--- config.mk ---
export PLATFORM = sky130hd
export DESIGN_NAME = fetch
export DESIGN_NICKNAME = d
export VERILOG_FILES = /design/src/rtl/common_pkg.sv /design/src/rtl/pipes_pkg.sv /design/src/rtl/pc_next.sv /design/src/rtl/fetch.sv
export SDC_FILE = /design/constraint.sdc
export NUM_CORES = 1
export LEC_CHECK = 0
export CAP_MARGIN = 25
export CORE_ASPECT_RATIO = 1.5
export CORE_MARGIN = 2
export CORE_UTILIZATION = 25
export CTS_CLUSTER_DIAMETER = 50
export CTS_CLUSTER_SIZE = 24
export DETAILED_ROUTE_END_ITERATION = 16
export PLACE_DENSITY = 0.58
export SLEW_MARGIN = 5
export SYNTH_ARGS = -nofsm -noshare
export SYNTH_HDL_FRONTEND = slang
export SYNTH_HIERARCHICAL = 1
export SYNTH_SLANG_ARGS = --single-unit
--- constraint.sdc ---
create_clock -name clk -period 2.9 [get_ports clk]
set_input_delay 0.29 -clock clk [delete_from_list [all_inputs] [get_ports clk]]
set_output_delay 0.29 -clock clk [all_outputs]
set_load 0.02 [all_outputs]
--- src/rtl/common_pkg.sv ---
// Shared constants for the core: architectural PC reset value and fetch granularity.
package common;

    localparam logic [63:0] PC_INIT     = 64'h8000_0000;
    localparam logic [63:0] INSTR_BYTES = 64'd4;

endpackage

--- src/rtl/pipes_pkg.sv ---
// Pipeline-stage types shared between fetch and its consumers.
package pipes;

    typedef enum logic [1:0] {
        S_REQ  = 2'd0,
        S_HOLD = 2'd1,
        S_DROP = 2'd2
    } fetch_state_t;

    typedef struct packed {
        logic        valid;
        logic [63:0] pc;
        logic [31:0] instr;
    } fetch_out_t;

endpackage

--- src/rtl/pc_next.sv ---
// Next-PC select for fetch: redirect beats sequential advance, otherwise hold.
module pc_next
    import common::*;
(
    input  logic [63:0] pc,
    input  logic        advance,
    input  logic        redirect_valid,
    input  logic [63:0] redirect_pc,
    output logic [63:0] next_pc
);

    always_comb begin
        next_pc = pc;
        if (redirect_valid) begin
            next_pc = redirect_pc;
        end else if (advance) begin
            next_pc = pc + INSTR_BYTES;
        end
    end

endmodule

--- src/rtl/fetch.sv ---
// Single-outstanding instruction fetch with a one-entry decode buffer and flush handling.
module fetch
    import common::*;
    import pipes::*;
#(
    parameter logic [63:0] RESET_PC = PC_INIT
) (
    input  logic        clk,
    input  logic        reset,
    output logic        ireq_valid,
    output logic [63:0] ireq_addr,
    input  logic        iresp_data_ok,
    input  logic [31:0] iresp_data,
    input  logic        redirect_valid,
    input  logic [63:0] redirect_pc,
    output logic        out_valid,
    output logic [63:0] out_pc,
    output logic [31:0] out_instr,
    input  logic        out_ready
);

    fetch_state_t state_q;
    fetch_out_t   out_q;
    logic [63:0]  pc_q;
    logic [63:0]  pc_d;
    logic         advance;

    // PC only steps when a live response is accepted into the buffer.
    assign advance = (state_q == S_REQ) && iresp_data_ok && !redirect_valid;

    pc_next u_pc_next (
        .pc             (pc_q),
        .advance        (advance),
        .redirect_valid (redirect_valid),
        .redirect_pc    (redirect_pc),
        .next_pc        (pc_d)
    );

    always_ff @(posedge clk or negedge reset) begin
        if (!reset) begin
            state_q <= S_REQ;
            pc_q    <= RESET_PC;
            out_q   <= '0;
        end else begin
            pc_q <= pc_d;
            unique case (state_q)
                S_REQ: begin
                    if (redirect_valid) begin
                        // A response arriving with the redirect closes the old request.
                        state_q <= iresp_data_ok ? S_REQ : S_DROP;
                    end else if (iresp_data_ok) begin
                        out_q.valid <= 1'b1;
                        out_q.pc    <= pc_q;
                        out_q.instr <= iresp_data;
                        state_q     <= S_HOLD;
                    end
                end
                S_HOLD: begin
                    if (redirect_valid || out_ready) begin
                        out_q.valid <= 1'b0;
                        state_q     <= S_REQ;
                    end
                end
                S_DROP: begin
                    if (iresp_data_ok) begin
                        state_q <= S_REQ;
                    end
                end
                default: begin
                    state_q <= S_REQ;
                end
            endcase
            if (redirect_valid) begin
                out_q.valid <= 1'b0;
            end
        end
    end

    assign ireq_valid = (state_q != S_HOLD);
    assign ireq_addr  = {pc_q[63:2], 2'b00};
    assign out_valid  = out_q.valid;
    assign out_pc     = out_q.pc;
    assign out_instr  = out_q.instr;

endmodule

==> Implementation_results.wiki <==
{| class="wikitable"
! Metric !! Value
|-
| Routability congestion estimate from global placement || a little over 0.8
|-
| IR drop worst, VDD || roughly 0.00043 V
|-
| Routed Wire Length || approximately 25000 um
|-
| Via count of the first global-routing pass || around 6500
|-
| Total non-filler cell area in the finished layout || 11400 um^2
|-
| Endpoint arrival time on the critical path || around 3000 ps
|-
| CTS Buf Count || 17
|-
| Classification of the worst setup path || register to register
|-
| Clock insertion delay at the later pin of the skew report || 450 ps
|-
| Buffer count from post-CTS setup fixing || 0
|-
| Setup WS pre-CTS || 36.3 ps
|-
| Final total power || between 7 and 8 mW
|-
| Site row count || 80
|-
| Part of the cycle the worst path needs || around 90%
|-
| Minimum clock period after layout || 2600 ps
|-
| Mean post-synth cell area || roughly 11 um^2
|-
| Die ar. || between 30000 and 40000 um^2
|-
| Total of cells resized after clock tree synthesis || 0
|-
| Data required time of the worst path || 3270 ps
|-
| Number of nets still failing antenna checks after routing || 0
|-
| Cell leakage power || between 4 and 5 nW
|-
| Crit Path Max Fanout || 12
|-
| Post-synthesis cell count || roughly 730
|-
| Final clock skew || about 7.8 ps
|-
| Global-route wire length before repair || 37700 um
|-
| Type of origin of the critical path || register
|-
| Nature of the critical path endpoint || register
|-
| Share of flip-flops with an asynchronous set or reset after synthesis || 100%
|-
| Largest net degree at the start of global routing || between 100 and 150
|-
| Max-cap violations || 0
|-
| Top-level I/O count || approximately 260
|-
| Placed standard-cell area || approximately 11000 um^2
|-
| Initial standard-cell utilization of the core || roughly a quarter
|-
| Synth cell types || 51
|-
| TritonCTS Sinks || around 160
|-
| HP Class || primary input to register
|-
| Sequential share of the synthesized area || about half
|-
| Post-synth EDFFs || 0
|-
| First-pass iteration count of the detailed router || 4
|-
| Mean number of vias per cell || around 4.6
|-
| Max Root-Sink Buffers || 2
|-
| Fin Setup TNS || 0 ps
|-
| Layout area overhead || 42.1%
|-
| Final number of setup-violating endpoints || 0
|-
| Iteration-0 DRC count of the detailed router || between 200 and 300
|-
| Final count of hold timing violations || 0
|-
| Area of the core || ~32000 um^2
|-
| Total number of yosys warnings || 6
|-
| Root buffer cell || sky130_fd_sc_hd__clkbuf_16
|-
| Width of the die || approximately 150 um
|-
| Final cell utilization of the core || between 30% and 40%
|-
| Minimum setup slack in the final design || about 300 ps
|-
| Layout Cells excl Fill || roughly 1400
|-
| Combined global-route utilization of all metal layers || between 15 and 20%
|-
| Routed WL per cell || 18.0 um
|-
| Clock transition at the registers of the reported paths || 70 ps
|-
| Dominant synthesized flop cell || sky130_fd_sc_hd__dfrtp_1
|-
| Leftover overflow at the end of global routing || 0
|-
| Number of antenna violations at the first check in global routing || 4
|-
| DRC violation count after routing || 0
|-
| Setup repair after global routing missed its margin || no
|-
| Total via count in the routed design || about 6300
|-
| CTS HTree Levels || 4
|-
| Half-perimeter wire length after placement || ~19000 um
|-
| Fin. max-slew vios || 0
|-
| Cell area power density || roughly 670 nW/um^2
|-
| Clock tree from TritonCTS || done
|-
| Fmax || between 300 and 400 MHz
|-
| Run status || completed
|-
| Smallest hold slack || roughly 250 ps
|-
| Transition at the pin with the smallest max-transition slack || roughly 700 ps
|-
| Post-synthesis instance area || 8020 um^2
|-
| Inst Count DP || about 1300
|-
| Total number of nets in the final design || 1047
|-
| Overall die height || about 220 um
|-
| Share of final-layout standard cells stronger than drive strength 1 || between 10% and 20%
|-
| Number of register bits inferred by synthesis || around 160
|-
| Max-slew headroom at the worst pin || 53.6%
|-
| Port bufs || 260
|}
[report_power, final]
group          total [mW]  switching [mW]  internal (mW)
Combinational        2.34            1.11           1.23
Sequential           3.03           0.315           2.72
Clock                2.23           0.935           1.29
Total                7.60            2.36           5.24
[Yosys cell counts, drive strengths merged (6+ instances only)]
master	instances	area [um^2]
a22oi	6	45.0
a31oi	14	87.6
and3	7	45.1
and4	6	53.8
buf	78	579
clkbuf	19	71.3
dfrtp	162	4050
inv	7	26.3
mux2	98	1100
nand2	68	255
nand3	25	138
nand4	24	163
nor2	25	93.8
nor2b	8	50.1
nor3	14	70.1
nor4	18	113
o21ai	45	225
o31ai	8	60.1
or3	10	63.8
or4	20	156
xnor2	24	210
xor2	14	123
[final cells by class]
class / instances / area, um^2
inverters: 7 / 26.3
fillers: 3131 / 20300
clock inverters: 10 / 110
flip-flops and latches: 163 / 4080
clock buffers: 20 / 457
repair buffers: 297 / 2940
well taps: 410 / 513
multi-input cells: 459 / 3270
diodes: 2 / 5.00
[logic make-up (layout without fill, tap and decap cells)]
| family | after synthesis | count (layout) | synth area share [%] |
|---|---|---|---|
| flops | 163 | 163 | 50.9 |
| mux | 101 | 101 | 14.1 |
| buf+inv | 104 | 334 | 8.44 |
| xor+xnor | 38 | 38 | 4.15 |
| other cells | 1 | 4 | 0.0467 |
| simple gates | 238 | 238 | 16.3 |
| fa+ha+maj | 1 | 1 | 0.156 |
| compound gates | 79 | 79 | 5.90 |
[worst max-delay path, cell delays in order (launching register included)]
cell and delay [ps]:
sky130_fd_sc_hd__dfrtp_1 510, sky130_fd_sc_hd__nand4_2 250, sky130_fd_sc_hd__or2_2 420, sky130_fd_sc_hd__or4_4 640
sky130_fd_sc_hd__or4_1 530, sky130_fd_sc_hd__a31oi_1 180
[routing by layer]
| layer | global-route usage (%) | wire [um] | up-vias |
|---|---|---|---|
| li1 | - | - | 2991 |
| met1 | 16.0 | 9200 | 3079 |
| met2 | 27.3 | 13500 | 184 |
| met3 | 4.03 | 1190 | 43 |
| met4 | 6.63 | 667 | 4 |
| met5 | 0 | 21 | - |
[flip-flops by register name, indices dropped and copies added, names as in the netlist]
| signal | cells |
|---|---|
| out_pc | 64 |
| pc_q | 64 |
| out_instr | 32 |
| state_q | 2 |
| out_valid | 1 |
[timing repair]
action	4_1_cts	5_1_grt
setup endpoints to repair	0	0
endpoints found under the hold margin	65	0
hold buffers	1	0
[cells in the final DEF (no fill, tap or decap), types with 2 or more instances in the layout]
| master | count |
|---|---|
| sky130_fd_sc_hd__and3_1 | 6 |
| sky130_fd_sc_hd__a31oi_1 | 14 |
| sky130_fd_sc_hd__xor2_1 | 14 |
| sky130_fd_sc_hd__a22oi_1 | 6 |
| sky130_fd_sc_hd__conb_1 | 2 |
| sky130_fd_sc_hd__and2_1 | 2 |
| sky130_fd_sc_hd__nor2_1 | 25 |
| sky130_fd_sc_hd__clkbuf_8 | 2 |
| sky130_fd_sc_hd__xnor2_1 | 24 |
| sky130_fd_sc_hd__or4_2 | 2 |
| sky130_fd_sc_hd__o31ai_1 | 8 |
| sky130_fd_sc_hd__inv_1 | 6 |
| sky130_fd_sc_hd__dfrtp_1 | 162 |
| sky130_fd_sc_hd__a2111oi_0 | 2 |
| sky130_fd_sc_hd__nor2b_1 | 8 |
| sky130_fd_sc_hd__clkinvlp_4 | 4 |
| sky130_fd_sc_hd__nor4_1 | 18 |
| sky130_fd_sc_hd__buf_4 | 33 |
| sky130_fd_sc_hd__nand2_1 | 68 |
| sky130_fd_sc_hd__nand4_1 | 22 |
| sky130_fd_sc_hd__or4_1 | 17 |
| sky130_fd_sc_hd__diode_2 | 2 |
| sky130_fd_sc_hd__mux2_1 | 29 |
| sky130_fd_sc_hd__clkinv_2 | 4 |
| sky130_fd_sc_hd__nand4_2 | 2 |
| sky130_fd_sc_hd__clkdlybuf4s50_1 | 258 |
| sky130_fd_sc_hd__clkbuf_16 | 17 |
| sky130_fd_sc_hd__nand3_1 | 24 |
| sky130_fd_sc_hd__or3_1 | 9 |
| sky130_fd_sc_hd__nand2b_1 | 3 |
| sky130_fd_sc_hd__buf_12 | 3 |
| sky130_fd_sc_hd__o21ai_0 | 45 |
| sky130_fd_sc_hd__bufinv_16 | 2 |
| sky130_fd_sc_hd__nor3_1 | 14 |
| sky130_fd_sc_hd__a221o_1 | 3 |
| sky130_fd_sc_hd__and4_1 | 5 |
| sky130_fd_sc_hd__mux2_2 | 69 |
| sky130_fd_sc_hd__mux2i_1 | 3 |
[final timing paths]
| kind | startpoint | slack [ps] | cells past startpoint | end |
|---|---|---|---|---|
| max | pc_q[28] | 300 | 5 | pc_q[56] |
| min | redirect_valid | 250 | 3 | out_valid |
| max reg2reg | pc_q[28] | 300 | 5 | pc_q[56] |
| min reg2reg | out_pc[50] | 480 | 1 | out_pc[50] |
| max in group asynchronous | reset | 1710 | 3 | state_q[0] |
| min in group asynchronous | reset | 420 | 2 | out_pc[34] |
Power figures use the tool's default switching activity.
